`config.mk`:
```
export PLATFORM = sky130hd
export DESIGN_NAME = fetch_buffer
export DESIGN_NICKNAME = d
export VERILOG_FILES = /design/src/rtl/fetch_buffer_pkg.sv /design/src/rtl/fetch_fifo_mem.sv /design/src/rtl/fetch_buffer.sv
export SDC_FILE = /design/constraint.sdc
export NUM_CORES = 1
export LEC_CHECK = 0
export CORE_ASPECT_RATIO = 0.6
export CORE_MARGIN = 2
export CORE_UTILIZATION = 55
export CTS_BUF_LIST = sky130_fd_sc_hd__clkbuf_8
export DETAILED_ROUTE_END_ITERATION = 12
export PLACE_DENSITY = 0.86
export SLEW_MARGIN = 20
export SYNTH_ARGS = -nofsm -noshare
export SYNTH_HDL_FRONTEND = slang
export SYNTH_HIERARCHICAL = 1
export SYNTH_SLANG_ARGS = --single-unit
```
`constraint.sdc`:
```
create_clock -name clk -period 7.35 [get_ports clk]
set_clock_uncertainty 0.2 [all_clocks]
set_input_delay 1.1025 -clock clk [delete_from_list [all_inputs] [get_ports clk]]
set_output_delay 1.1025 -clock clk [all_outputs]
set_load 0.03 [all_outputs]
```
`src/rtl/fetch_buffer_pkg.sv`:
```
// fetch_buffer_pkg: shared widths, default queue depth and the queue entry type
// used by the fetch buffer and its storage array.
package fetch_buffer_pkg;

    localparam int unsigned PC_W          = 16;
    localparam int unsigned INST_W        = 32;
    localparam int unsigned DEFAULT_DEPTH = 4;

    // One queued instruction together with the address it was fetched from.
    typedef struct packed {
        logic [INST_W-1:0] inst;
        logic [PC_W-1:0]   pc;
    } fetch_entry_t;

endpackage

```
`src/rtl/fetch_fifo_mem.sv`:
```
// fetch_fifo_mem: DEPTH x fetch_entry_t register array for the fetch queue.
// One synchronous write port, one asynchronous read port; contents are not reset.
// Ports:
//   clk    - clock
//   we     - write enable
//   waddr  - write index
//   wdata  - entry to write
//   raddr  - read index
//   rdata  - entry at raddr (combinational)
module fetch_fifo_mem
    import fetch_buffer_pkg::*;
#(
    parameter int unsigned DEPTH = DEFAULT_DEPTH
) (
    input  logic                     clk,
    input  logic                     we,
    input  logic [$clog2(DEPTH)-1:0] waddr,
    input  fetch_entry_t             wdata,
    input  logic [$clog2(DEPTH)-1:0] raddr,
    output fetch_entry_t             rdata
);

    fetch_entry_t mem [DEPTH];

    always_ff @(posedge clk) begin
        if (we) begin
            mem[waddr] <= wdata;
        end
    end

    assign rdata = mem[raddr];

endmodule

```
`src/rtl/fetch_buffer.sv`:
```
// fetch_buffer: issues instruction-memory reads for incoming fetch addresses and
// queues the returning instructions in order for the decode stage. A credit
// check (queued + in-flight < DEPTH) guarantees every response has a free slot.
// Optional feature: define FETCH_BUF_BYPASS_EN to forward a response straight
// to dec_* when the queue is empty (one cycle less latency).
// Ports:
//   clk, rst        - clock, asynchronous active-high reset
//   pc_in, pc_valid - fetch address and its valid
//   pc_stall        - fetch not accepted this cycle
//   imem_req/addr   - instruction-memory read strobe and address
//   imem_rdata      - read data, one cycle after imem_req
//   flush           - discard all queued and in-flight instructions
//   dec_valid/ready - decode handshake
//   dec_inst/dec_pc - head instruction and its address
//   occupancy       - number of queued entries
module fetch_buffer
    import fetch_buffer_pkg::*;
#(
    parameter int unsigned DEPTH = DEFAULT_DEPTH
) (
    input  logic                   clk,
    input  logic                   rst,
    input  logic [15:0]            pc_in,
    input  logic                   pc_valid,
    output logic                   pc_stall,
    output logic                   imem_req,
    output logic [15:0]            imem_addr,
    input  logic [31:0]            imem_rdata,
    input  logic                   flush,
    output logic                   dec_valid,
    input  logic                   dec_ready,
    output logic [31:0]            dec_inst,
    output logic [15:0]            dec_pc,
    output logic [$clog2(DEPTH):0] occupancy
);

    localparam int unsigned PTR_W = $clog2(DEPTH);
    localparam int unsigned CNT_W = PTR_W + 1;

    logic [PTR_W-1:0] head;
    logic [PTR_W-1:0] tail;
    logic [CNT_W-1:0] count;
    logic             inflight;
    logic [PC_W-1:0]  inflight_pc;

    logic         credit;
    logic         accept;
    logic         push;
    logic         pop;
    logic         bypass;
    fetch_entry_t head_entry;
    fetch_entry_t wr_entry;

    // Credit counts the pending response; a same-cycle pop does not free a slot.
    assign credit = (CNT_W'(count) + CNT_W'(inflight)) < CNT_W'(DEPTH);
    assign accept = pc_valid & ~flush & ~rst & credit;

    assign imem_req  = accept;
    assign imem_addr = pc_in;
    assign pc_stall  = pc_valid & ~accept;
    assign occupancy = count;

`ifdef FETCH_BUF_BYPASS_EN
    // Response forwarded to decode while the queue is empty; if decode takes it,
    // it never enters the queue.
    assign bypass    = (count == '0) & inflight & ~flush;
    assign dec_valid = ((count != '0) | bypass) & ~flush;
    assign dec_inst  = bypass ? imem_rdata : head_entry.inst;
    assign dec_pc    = bypass ? inflight_pc : head_entry.pc;
    assign push      = inflight & ~flush & ~(bypass & dec_ready);
`else
    assign bypass    = 1'b0;
    assign dec_valid = (count != '0) & ~flush;
    assign dec_inst  = head_entry.inst;
    assign dec_pc    = head_entry.pc;
    assign push      = inflight & ~flush;
`endif

    // Only queued entries are popped; a bypassed response never touches head.
    assign pop = dec_ready & (count != '0) & ~flush & ~bypass;

    assign wr_entry.inst = imem_rdata;
    assign wr_entry.pc   = inflight_pc;

    fetch_fifo_mem #(
        .DEPTH (DEPTH)
    ) u_mem (
        .clk   (clk),
        .we    (push),
        .waddr (tail),
        .wdata (wr_entry),
        .raddr (head),
        .rdata (head_entry)
    );

    // Queue pointers and occupancy; flush wins over push and pop.
    always_ff @(posedge clk or posedge rst) begin
        if (rst) begin
            head  <= '0;
            tail  <= '0;
            count <= '0;
        end else if (flush) begin
            head  <= '0;
            tail  <= '0;
            count <= '0;
        end else begin
            if (push) begin
                tail <= tail + PTR_W'(1);
            end
            if (pop) begin
                head <= head + PTR_W'(1);
            end
            case ({push, pop})
                2'b10:   count <= count + CNT_W'(1);
                2'b01:   count <= count - CNT_W'(1);
                default: count <= count;
            endcase
        end
    end

    // One outstanding read at most per cycle; accept is already zero under flush.
    always_ff @(posedge clk or posedge rst) begin
        if (rst) begin
            inflight    <= 1'b0;
            inflight_pc <= '0;
        end else begin
            inflight <= accept;
            if (accept) begin
                inflight_pc <= pc_in;
            end
        end
    end

endmodule
```
==> results by stage, run 1 <==
Layout:
- At the end of the flow the core is filled with cells to just under 70%.
- The area growth from synthesis to layout is 23.1%.
- The finished cells cover about 10000 um^2.
- The number of nets in the layout is around 540.
- The multi-input combinational cells in the finished layout cover a total of 1610 um^2.
- The sequential cell area is 6370 um^2.
- The ratio of cells with drive above 1 in the final layout is a little under a quarter.
- The filler cell count is between 900 and 1k.
- The repair_antennas step left the layout with diodes totalling 0.

Floorplanning:
- From left edge to right edge, the die measures approximately 160 um.
- The initial core utilization is between 50% and 60%.
- The row count is 34.
- The die footprint is 15900 um^2.
- approximately 120 I/O pins were placed.
- The region available for standard cell placement spans 14500 um^2.
- The height of the die is 98.5 um.

GRT:
- The global router's overall resource usage is a little under a fifth.
- The residual overflow from global routing is 0.
- The initial antenna violation count is 0.
- Entering global routing, the biggest net connects approximately 50 pins.
- The first-pass GRT wire length is 22.5 mm.
- The number of global-route vias before repair is 4050.

Synthesis:
- The combinational family with the most area after synthesis is multiplexers.
- After synthesis the netlist holds a flip-flop and latch count of 216.
- The synthesized design contains between 150 and 200 enable-type register cells.
- For this run, asynchronously set or reset flops after synthesis account for between 10% and 20%.
- Counting every net in the synthesized netlist gives approximately 410.
- The dominant cell type by area after synthesis is edfxtp_1.
- Summing the areas of all and, or, nand and nor instances in the mapped netlist gives 1.90% of the synthesized area.
- The share of synthesized cell area in full adder, half adder and majority cells is less than 1%.
- The commonest cells after synthesis are edfxtp_1 (192), mux4_2 (48), dfrtp_1 (24), buf_4 (18), mux2_4 (9).
- Ranked by total cell area, the synthesized netlist is headed by edfxtp_1 (70%), mux4_2 (13%), dfrtp_1 (7.3%).
- The portion of the post-synthesis area used by sequential elements is 77.8%.
- The cell area that synthesis handed to floorplanning was ~8000 um^2.
- The leading register cell type out of synthesis is edfxtp_1.
- The share of synthesized area in the top cell type comes to a little over 70%.
- The most frequent cell after synthesis is edfxtp_1.
- The multiplexer share of the synthesized area is around 16%.
- The count of cell types in the netlist is 34.
- The cell count after synthesis came out at about 350.
- The count of warnings emitted by yosys is 6.
- Of the total synthesized cell area, the portion taken by XOR and XNOR cells is 0.642%.
- The per-instance average area after synthesis is about 23 um^2.
- The complex-gate fraction of the synthesized area is less than 1%.

STA:
- The final critical-path setup slack is roughly 2.5 ns.
- The number of max-slew violations in the final report came to 0.
- The post-layout minimum cycle time is about 4.9 ns.
- The final-report setup violation count is 0.
- After routing, the total negative slack on setup checks comes to 0 ns.
- The final critical path takes up 66.0% of the cycle.
- The worst pin sits at a relative slew slack of between 30% and 40%.
- Setup repair after global routing left no endpoint under its margin.
- The pin slew with the least headroom to its limit is a little under 1 ns.
- For this run, the top clock speed supported by timing is a little over 200 MHz.
- The number of failing hold endpoints at the final stage was 0.

Critical path:
- The startpoint of the worst register-to-register path is inflight.
- By startpoint and endpoint, the worst setup path is classified as in2out.
- The type of element capturing the critical path is an output pin.
- For the worst setup path, the data required time is about 6.1 ns.
- The endpoint identified for the worst register-to-register timing path is u_mem/mem[0][15].
- For the worst flop-to-flop path, the logic depth is 3.
- At the worst endpoint, the arrival time is approximately 3.6 ns.
- The largest fanout on the critical path is 18.
- The startpoint kind of the worst setup timing path is a primary input.
- The worst register-to-register path has a setup slack of about 4.5 ns.

Drt:
- The routed wire length is between 10 and 15 mm.
- For this block, the initial DRC count from the detailed router was a little over 300.
- The count of nets left with antenna violations after detail routing is 0.
- The total DRC errors in the routed layout is 0.
- For this run, the detailed router's first-pass iteration total came to 4.
- The mean number of vias per cell is 5.56.
- The total vias in the final route is roughly 3.9k.
- The average wire per standard cell is 20.5 um.

Power and ir drop:
- Summed over all cells, the static leakage comes to 0.00334 uW.
- The peak supply drop is 214 uV.
- The cell area power density is roughly 300 nW/um^2.

Clocking:
- The clock-pin slew reported for the worst setup and hold paths after clock tree synthesis is about 0.070 ns.
- CTS built an H-tree with a depth of 1.
- The post-CTS resize count is 0.
- TritonCTS built the clock tree.
- The number of CTS-inserted buffers is 31.
- Buffers inserted to repair hold after CTS numbered 0.
- CTS placed an instance of clkbuf_8 at the clock tree root.
- Once the clock tree was built, the setup fixing pass inserted 0 buffers.
- For the worst-skew pair, the clock arrives at the later sink with an insertion delay of 0.53 ns.
- CTS saw roughly 220 sinks.
- The maximum clock insertion buffer count is 3.

Min path:
- The path with the worst hold slack has its endpoint at u_mem/mem[0][14].
- The worst min-delay path category is reg2reg.
- Along the worst hold path, the cell count comes to 0.
- The start point of the worst min-delay path is inflight_pc[14].

Placement:
- The half-perimeter wire length of the detailed placement result is approximately 8.4 mm.
- Prior to clock tree synthesis, the placed netlist has a worst setup slack of roughly 2.5 ns.
- The placer congestion estimate is approximately 0.74.
- The number of buffer cells added on primary ports is 122.
- The placed cell area is between 9000 and 10000 um^2.

Job:
- The count of max-cap constraint violations is 0.

Status:
- The run finished with clean final reports.
## per-layer routing
metal	wire length (um)	global-route usage, %
met5	0	0
met2	6910	29.0
met3	1020	4.34
met4	173	3.43
met1	6330	28.0
## flip-flops by register name, indices dropped and copies added (netlist names)
name and cells:
head 2, occupancy 3, inflight 1, inflight_pc 16
u_mem/mem 192, tail 2
## layout by cell type, fill, tap and decap left out, types with 2 or more instances in the layout
| cell | n |
|---|---|
| clkdlybuf4s50_1 | 122 |
| nor2_1 | 6 |
| mux2_2 | 7 |
| inv_1 | 16 |
| clkinv_2 | 2 |
| nor3_1 | 3 |
| clkbuf_8 | 34 |
| dfrtp_1 | 22 |
| mux4_2 | 48 |
| xnor2_1 | 3 |
| xor2_1 | 3 |
| nor3b_1 | 2 |
| edfxtp_1 | 192 |
| mux2_4 | 9 |
| and3b_2 | 2 |
| buf_4 | 5 |
| o21ai_0 | 3 |
| clkinv_1 | 4 |
## stage by stage
stage	instances	hold slack, ns	total power (uW)
after global routing	704	0.330	3140
after global placement	649	0.286	2170
final	704	0.310	3010
after CTS	704	0.313	3040
after floorplan	353	0.272	1950
after detailed placement	649	0.299	2180
## critical path: stages
cell and delay (ns):
clkdlybuf4s50_1 0.64, nor4b_1 0.44, mux2i_1 0.16, inv_2 0.42, clkdlybuf4s50_1 0.77
## cell families after synthesis
group           count (synthesis)
buf+inv                        32
compound gates                  9
xor+xnor                        6
mux                            65
fa+ha+maj                       1
simple gates                   24
flops                         216
## layout make-up
class                   instances  area share, %
clock buffers                  34           4.65
clock inverters                21           1.07
inverters                       3          0.112
multi-input cells             105           16.0
flip-flops and latches        216           63.2
well taps                     198           2.46
repair buffers                127           12.5
## worst max path at each step
stage	end	from	depth (start not counted)
floorplan	u_mem/mem[0][0]	flush	3
global placement	imem_req	flush	5
detailed placement	imem_req	flush	5
CTS	imem_req	flush	5
global route	imem_req	flush	5
finish	imem_req	flush	5
## report_power, final
group          total (uW)  switching, uW  leakage (uW)  internal [uW]
clock                 862            406      0.000351            456
sequential           1530            116       0.00202           1410
combinational         621            286      0.000968            336
No activity file was read; power rests on OpenSTA's default activity.
==> inputs of run 2 (changes only) <==
==> constraint.sdc (replaced) <==
create_clock -name clk -period 4.8 [get_ports clk]
set_clock_uncertainty 0.2 [all_clocks]
set_input_delay 0.72 -clock clk [delete_from_list [all_inputs] [get_ports clk]]
set_output_delay 0.72 -clock clk [all_outputs]
set_load 0.03 [all_outputs]
==> run 2 against run 1 <==
First-iteration DRC count up 11%. Setup slack lost 1.5 ns. Global-route usage grew 0.49 points. Combinational power increased by 64%. Clock power grew 60%. Sequential power up 50%. Wire length rose by 2.4%. Hold slack improved by 0.0071 ns. Clock-buffer cell count shrank 1. Critical path depth shrank 2. Largest power group unchanged. Highest routed layer unchanged.
==> results by stage, run 2 (synthesized netlist as in run 1, its figures left out) <==
GRT:
- The first-pass GRT wire length is 22.9 mm (+1.6%).
- The maximum number of pins on one net before global-route repair was 49 (-3.9%).
- The global router's overall resource usage is 19.1% (+0.49 points).
- The number of global-route vias before repair came to 4139 (+2.2%).
- The residual overflow from global routing is 0 (unchanged).
- The initial antenna violation count is 0 (unchanged).

Power and ir drop:
- The peak supply drop is 234 uV (+9.5%).
- The post-layout total power is 4690 uW (+56%).
- The leakage power figure is 0.00337 uW (+0.80%).
- The cell area power density is 463 nW/um^2 (+55%).

Drt:
- The count of nets left with antenna violations after detail routing is 0 (unchanged).
- The total vias in the final route is 3906 (-0.26%).
- The mean number of vias per cell is 5.50 (-1.1%).
- The total DRC errors in the routed layout is 0 (unchanged).
- The routed wire length is 14.8 mm (+2.4%).
- Routed signal wires occupy layers up through met4.
- The length of routed met3 wiring is 1.35 mm (+33%).
- The number of design-rule violations left by the first detailed-router iteration was 337 (+11%).
- The detailed-router iteration count before antenna repair is 4 (unchanged).
- The routed length on met2 is 6.98 mm (+1.0%).
- The average wire per standard cell is 20.8 um (+1.5%).
- The wire length on met1 came to 6.26 mm (-1.1%).

Floorplanning:
- The die footprint is 15900 um^2 (unchanged).
- The number of ports placed on the die boundary was 123 (unchanged).
- The core region area is 14500 um^2 (unchanged).
- The initial core utilization is 56.4% (unchanged).
- The height of the die is 98.5 um (unchanged).
- The row count is 34 (unchanged).
- The horizontal extent of the die is 161 um (unchanged).

Layout:
- The post-route cell area is 10100 um^2 (+0.60%).
- The most common cell after layout, fill and taps aside is edfxtp_1.
- Relative to the synthesized area, the layout overhead comes to 23.9%.
- The flip-flop count of the largest register, all copies and words added is 192 (unchanged).
- The register bank with the most flops is u_mem/mem.
- In the layout the commonest cells are edfxtp_1 (192), clkdlybuf4s50_1 (122), mux4_2 (48).
- The number of nets in the layout was 542 (+0.74%).
- The ratio of cells with drive above 1 in the final layout is 23.8% (+0.90 points).
- The final design utilization is 69.9% (+0.41 points).
- The antenna cell count is 0 (unchanged).

STA:
- The headroom to the max-slew limit is 33.3% (-0.65 points).
- The number of failing hold endpoints at the final stage was 0 (unchanged).
- Setup repair after global routing left no endpoint under its margin.
- The final critical path takes up around four fifths of the cycle.
- The highest achievable clock rate is roughly 260 MHz.
- The pin slew with the least headroom to its limit is 1.00 ns (+0.00977 ns).
- The setup TNS is 0 ns (unchanged).
- The post-layout minimum cycle time is 3.82 ns.
- The final critical-path setup slack is 0.982 ns (-1.51 ns).
- The final-report setup violation count is 0 (unchanged).
- The number of max-slew violations in the final report is 0 (unchanged).

Placement:
- The pre-CTS setup slack came to 1.17 ns (-1.36 ns).
- The placed cell area is 9540 um^2 (+0.46%).
- The number of buffer cells added on primary ports was 122 (unchanged).
- The half-perimeter wire length of the detailed placement result came to 9.00 mm (+7.2%).
- The placer congestion estimate is 0.728 (-1.2%).

Clocking:
- The sink count of the clock tree was 216 (unchanged).
- In this run the clock root is driven by a clkbuf_8.
- The number of buffers inserted to repair setup after CTS is 0 (unchanged).
- The clock tree from TritonCTS is yes.
- The number of H-tree levels came to 1 (unchanged).
- The clock-pin slew reported for the worst setup and hold paths after clock tree synthesis is 0.07 ns (about the same).
- The maximum clock insertion buffer count is 3 (unchanged).
- The insertion delay to the later sink of the worst-skew pair came to 0.53 ns (about the same).
- The count of hold-fix buffers inserted at cts is 0 (unchanged).
- The number of CTS-inserted buffers is 30 (-3.2%).
- The post-CTS resize count is 0 (unchanged).

Job:
- The count of max-cap constraint violations is 0 (unchanged).

Status:
- The run finished with clean final reports.

Critical path:
- The type of element capturing the critical path is an output pin.
- The data arrival time of the worst path is 2.90 ns (-0.65 ns).
- The required time of the critical path is 3.88 ns (-2.17 ns).
- The largest fanout on the critical path was 26 (+8).
- The type of the setup path with the least slack is reg2out.
- The startpoint kind of the worst setup timing path is a flip-flop.

Min path:
- The path class of the tightest hold or removal check is reg2reg.
==> run 2: cell count changes in the layout (fill, tap and decap cells not counted), sizes merged <==
cell and change:
buf +5, clkbuf -1, bufinv +1, inv -1
clkinvlp +1, clkinv +1
==> run 2: worst paths after layout <==
| check | cells after the start | end | startpoint | slack, ns |
|---|---|---|---|---|
| hold / removal | 0 | u_mem/mem[0][4] | inflight_pc[4] | 0.32 |
| min in group asynchronous | 2 | occupancy[1] | rst | 0.43 |
| hold reg to reg | 0 | u_mem/mem[0][4] | inflight_pc[4] | 0.32 |
| setup reg to reg | 3 | u_mem/mem[2][43] | inflight | 2.18 |
| setup / recovery | 3 | dec_inst[3] | head[0] | 0.98 |
| max in group asynchronous | 2 | head[0] | rst | 3.52 |
==> run 2: critical path: stages, from the launching register on <==
cell             delay, ns
dfrtp_4               0.77
buf_4                 0.40
mux4_2                0.57
clkdlybuf4s50_1       0.61
==> run 2: power breakdown <==
| part | total (uW) | internal, uW | switching (uW) |
|---|---|---|---|
| Combinational | 1020 | 523 | 494 |
| Sequential | 2290 | 2160 | 131 |
| Clock | 1380 | 738 | 641 |
==> run 2: metrics by stage <==
step,std cells,hold slack [ns]
after floorplan,353,0.272
after global placement,654,0.285
after detailed placement,654,0.310
after CTS,710,0.323
after global routing,710,0.343
final,710,0.317
==> run 2: layout make-up <==
type / instances / area, um^2
Sequential cell: 216 / 6370
Fill cell: 894 / 4370
Multi-Input combinational cell: 105 / 1610
Timing Repair Buffer: 132 / 1300
Clock buffer: 33 / 454
Tap cell: 198 / 248
Clock inverter: 23 / 144
Inverter: 3 / 11.3
==> run 2: routing by layer <==
layer / global-route usage [%] / vias to the layer above
li1: - / 1732
met5: 0 / -
met4: 4.05 / 0
met2: 30.2 / 171
met1: 27.5 / 1976
met3: 5.26 / 27
==> inputs of run 3 (changes only) <==
==> constraint.sdc (replaced) <==
create_clock -name clk -period 3.9 [get_ports clk]
set_clock_uncertainty 0.2 [all_clocks]
set_input_delay 0.585 -clock clk [delete_from_list [all_inputs] [get_ports clk]]
set_output_delay 0.585 -clock clk [all_outputs]
set_load 0.03 [all_outputs]
==> run 3 against run 2 <==
Register-to-register slack got worse by 0.89 ns. Flip-flop and latch count stayed put. Hold slack worse by 0.011 ns. Die area unchanged. Clock-buffer cell count rose by 3. Via count is 0.28% higher. Wire length rose by 1.8%. Critical endpoint is now dec_pc[5]. Highest routed layer unchanged.
==> results by stage, run 3 (synthesized netlist as in run 1, its figures left out) <==
Power and ir drop:
- The design internal power is 4500 uW (+31%).
- The clock share of power is 32.8% (+3.4 points).
- The net switching power figure is 1600 uW (+26%).
- The cell area power density is 589 nW/um^2 (+27%).
- The peak supply drop was 297 uV (+27%).
- The sequential share of power came to 46.3% (-2.6 points).
- The net switching fraction of the power is 26.2% (-0.79 points).
- The combinational share of power came to 20.9% (-0.8 points).
- The leakage power figure is 0.00343 uW (+1.9%).

STA:
- The pin slew with the least headroom to its limit is 0.735 ns (-0.265 ns).
- For this run, the top clock speed supported by timing is 284 MHz.
- Setup repair after global routing left no endpoint under its margin.
- The headroom to the max-slew limit is 51.0% (+18 points).
- The final-report setup violation count came to 0 (unchanged).
- The final critical-path setup slack is 0.376 ns (-0.606 ns).
- The number of max-slew violations in the final report came to 0 (unchanged).
- The setup TNS is 0 ns (unchanged).
- The number of failing hold endpoints at the final stage is 0 (unchanged).
- The post-layout minimum cycle time is between 3 and 4 ns.
- In the finished design, the share of the clock period the worst path needs comes to around nine tenths.

Clocking:
- The number of CTS-inserted buffers was 30 (unchanged).
- The insertion delay to the later sink of the worst-skew pair is 0.53 ns (about the same).
- The clock-pin slew reported for the worst setup and hold paths after clock tree synthesis is 0.08 ns (about the same).
- The post-CTS resize count is 0 (unchanged).
- The number of buffers inserted to repair setup after CTS is 0 (unchanged).
- The sink count of the clock tree is 216 (unchanged).
- The count of hold-fix buffers inserted at cts is 0 (unchanged).
- The maximum clock insertion buffer count is 3 (unchanged).
- The clock tree from TritonCTS is yes.
- The clock root buffer is clkbuf_8.
- The number of H-tree levels came to 1 (unchanged).

Critical path:
- The largest incremental delay on the critical path came to 0.73 ns (-0.04 ns).
- The type of the setup path with the least slack is reg2out.
- The largest individual stage delay along the critical path comes from the cell dfrtp_4.
- The type of element capturing the critical path is an output pin.
- The required time of the critical path is 3.12 ns (-0.76 ns).
- The critical path ends at dec_pc[5].
- The reg2reg setup slack is 1.29 ns (-0.89 ns).
- Traced cell by cell, the critical path runs through buf_12 -> mux4_2 -> clkdlybuf4s50_1.
- The logic depth of the worst register-to-register path came to 5 (+2).
- The startpoint identified for the worst register-to-register timing path is occupancy[0].
- The most critical setup path has its startpoint at head[0].
- The worst setup path is launched from a flip-flop.
- The worst register-to-register path ends at occupancy[1].
- The data arrival time of the worst path is 2.74 ns (-0.16 ns).
- The largest fanout on the critical path is 23 (-12%).

GRT:
- The first-pass GRT wire length came to 22.9 mm (about the same).
- The initial antenna violation count is 0 (unchanged).
- The maximum number of pins on one net before global-route repair was 49 (unchanged).
- The global router's overall resource usage is 19.2% (+0.079 points).
- The number of global-route vias before repair came to 4104 (-0.85%).
- The residual overflow from global routing is 0 (unchanged).

Floorplanning:
- The core region area came to 14500 um^2 (unchanged).
- The number of ports placed on the die boundary is 123 (unchanged).
- The initial core utilization is 56.4% (unchanged).
- The row count is 34 (unchanged).
- The horizontal extent of the die is 161 um (unchanged).
- The die footprint is 15900 um^2 (unchanged).
- The height of the die is 98.5 um (unchanged).

Drt:
- The mean number of vias per cell is 5.49 (-0.14%).
- The total vias in the final route is 3917 (+0.28%).
- The count of nets left with antenna violations after detail routing is 0 (unchanged).
- The detailed-router iteration count before antenna repair is 4 (unchanged).
- The number of design-rule violations left by the first detailed-router iteration is 247 (-27%).
- The total DRC errors in the routed layout came to 0 (unchanged).
- The average wire per standard cell came to 21.1 um (+1.3%).
- The routed wire length came to 15.0 mm (+1.8%).

Placement:
- The pre-CTS setup slack is 0.662 ns (-0.510 ns).
- The number of buffer cells added on primary ports is 122 (unchanged).
- The placer congestion estimate is 0.745 (+2.3%).
- The number of placed instances, taps included is 657 (+0.46%).
- The half-perimeter wire length of the detailed placement result is 9.37 mm (+4.2%).
- The placed cell area is 9620 um^2 (+0.89%).

Layout:
- The post-route cell area is 10300 um^2 (+2.0%).
- The flip-flop count of the largest register, all copies and words added is 192 (unchanged).
- The register bank with the most flops is u_mem/mem.
- The final design utilization is 71.3% (+1.4 points).
- The library cell used most frequently in the layout, excluding fill and tap cells, is edfxtp_1.
- The ratio of cells with drive above 1 in the final layout is 26.6% (+2.8 points).
- The antenna cell count was 0 (unchanged).
- From synthesis to final layout, the design area changed by 26.4%.
- The number of nets in the layout is 545 (+0.55%).
- In the layout the commonest cells are edfxtp_1 (192), clkdlybuf4s50_1 (122), mux4_2 (48).
- The final cell count without fillers is 713 (+0.42%).

Min path:
- The worst min-delay path category is in2async.

Status:
- The run finished with clean final reports.

Job:
- The count of max-cap constraint violations is 0 (unchanged).
## run 3: changes by cell type in the layout (fill, tap and decap cells not counted), sizes merged
cell,previous run,this run
clkinvlp,1,2
buf,10,13
clkinv,7,9
bufinv,2,5
clkbuf,33,36
inv,16,7
## run 3: metrics by stage
| stage | power [uW] | hold WS, ns |
|---|---|---|
| after floorplan | 3680 | 0.272 |
| after global routing | 6330 | 0.325 |
| final | 6090 | 0.307 |
| after detailed placement | 4160 | 0.308 |
| after global placement | 4120 | 0.287 |
| after CTS | 6150 | 0.275 |
## run 3: critical path, delay by kind of cell, from the launching register on
| family | cells | cell delay, ns |
|---|---|---|
| buffers and inverters | 2 | 0.92 |
| flip-flops | 1 | 0.73 |
| multiplexers | 1 | 0.53 |
## run 3: how the worst min path moves through the flow
stage / from / end / cells past startpoint
3_3_place_gp: inflight_pc[5] / u_mem/mem[3][5] / 0
6_report: rst / occupancy[0] / 3
4_1_cts: rst / inflight_pc[2] / 3
3_5_place_dp: inflight_pc[6] / u_mem/mem[0][6] / 0
5_1_grt: rst / inflight_pc[2] / 3
2_1_floorplan: inflight_pc[13] / u_mem/mem[0][13] / 0
## run 3: layout make-up
type	count	area, um^2
flip-flops and latches	216	6370
fillers	912	4170
multi-input cells	105	1610
repair buffers	135	1380
clock buffers	36	495
well taps	198	248
clock inverters	20	223
inverters	3	11.3
## run 3: per-layer routing
layer / wire length, um / GRT usage [%]
met5: 0 / 0
met2: 7200 / 30.3
met1: 6580 / 27.7
met3: 1070 / 5.09
met4: 189 / 4.33
## run 3: power by group through the flow
| stage | Clock [uW] | Sequential (uW) | Combinational (uW) |
|---|---|---|---|
| after CTS | 2040 | 2830 | 1290 |
| after global routing | 2140 | 2850 | 1340 |
| after detailed placement | 0 | 2870 | 1280 |
| after floorplan | 0 | 2790 | 883 |
| after global placement | 0 | 2860 | 1260 |
| final | 2000 | 2820 | 1280 |
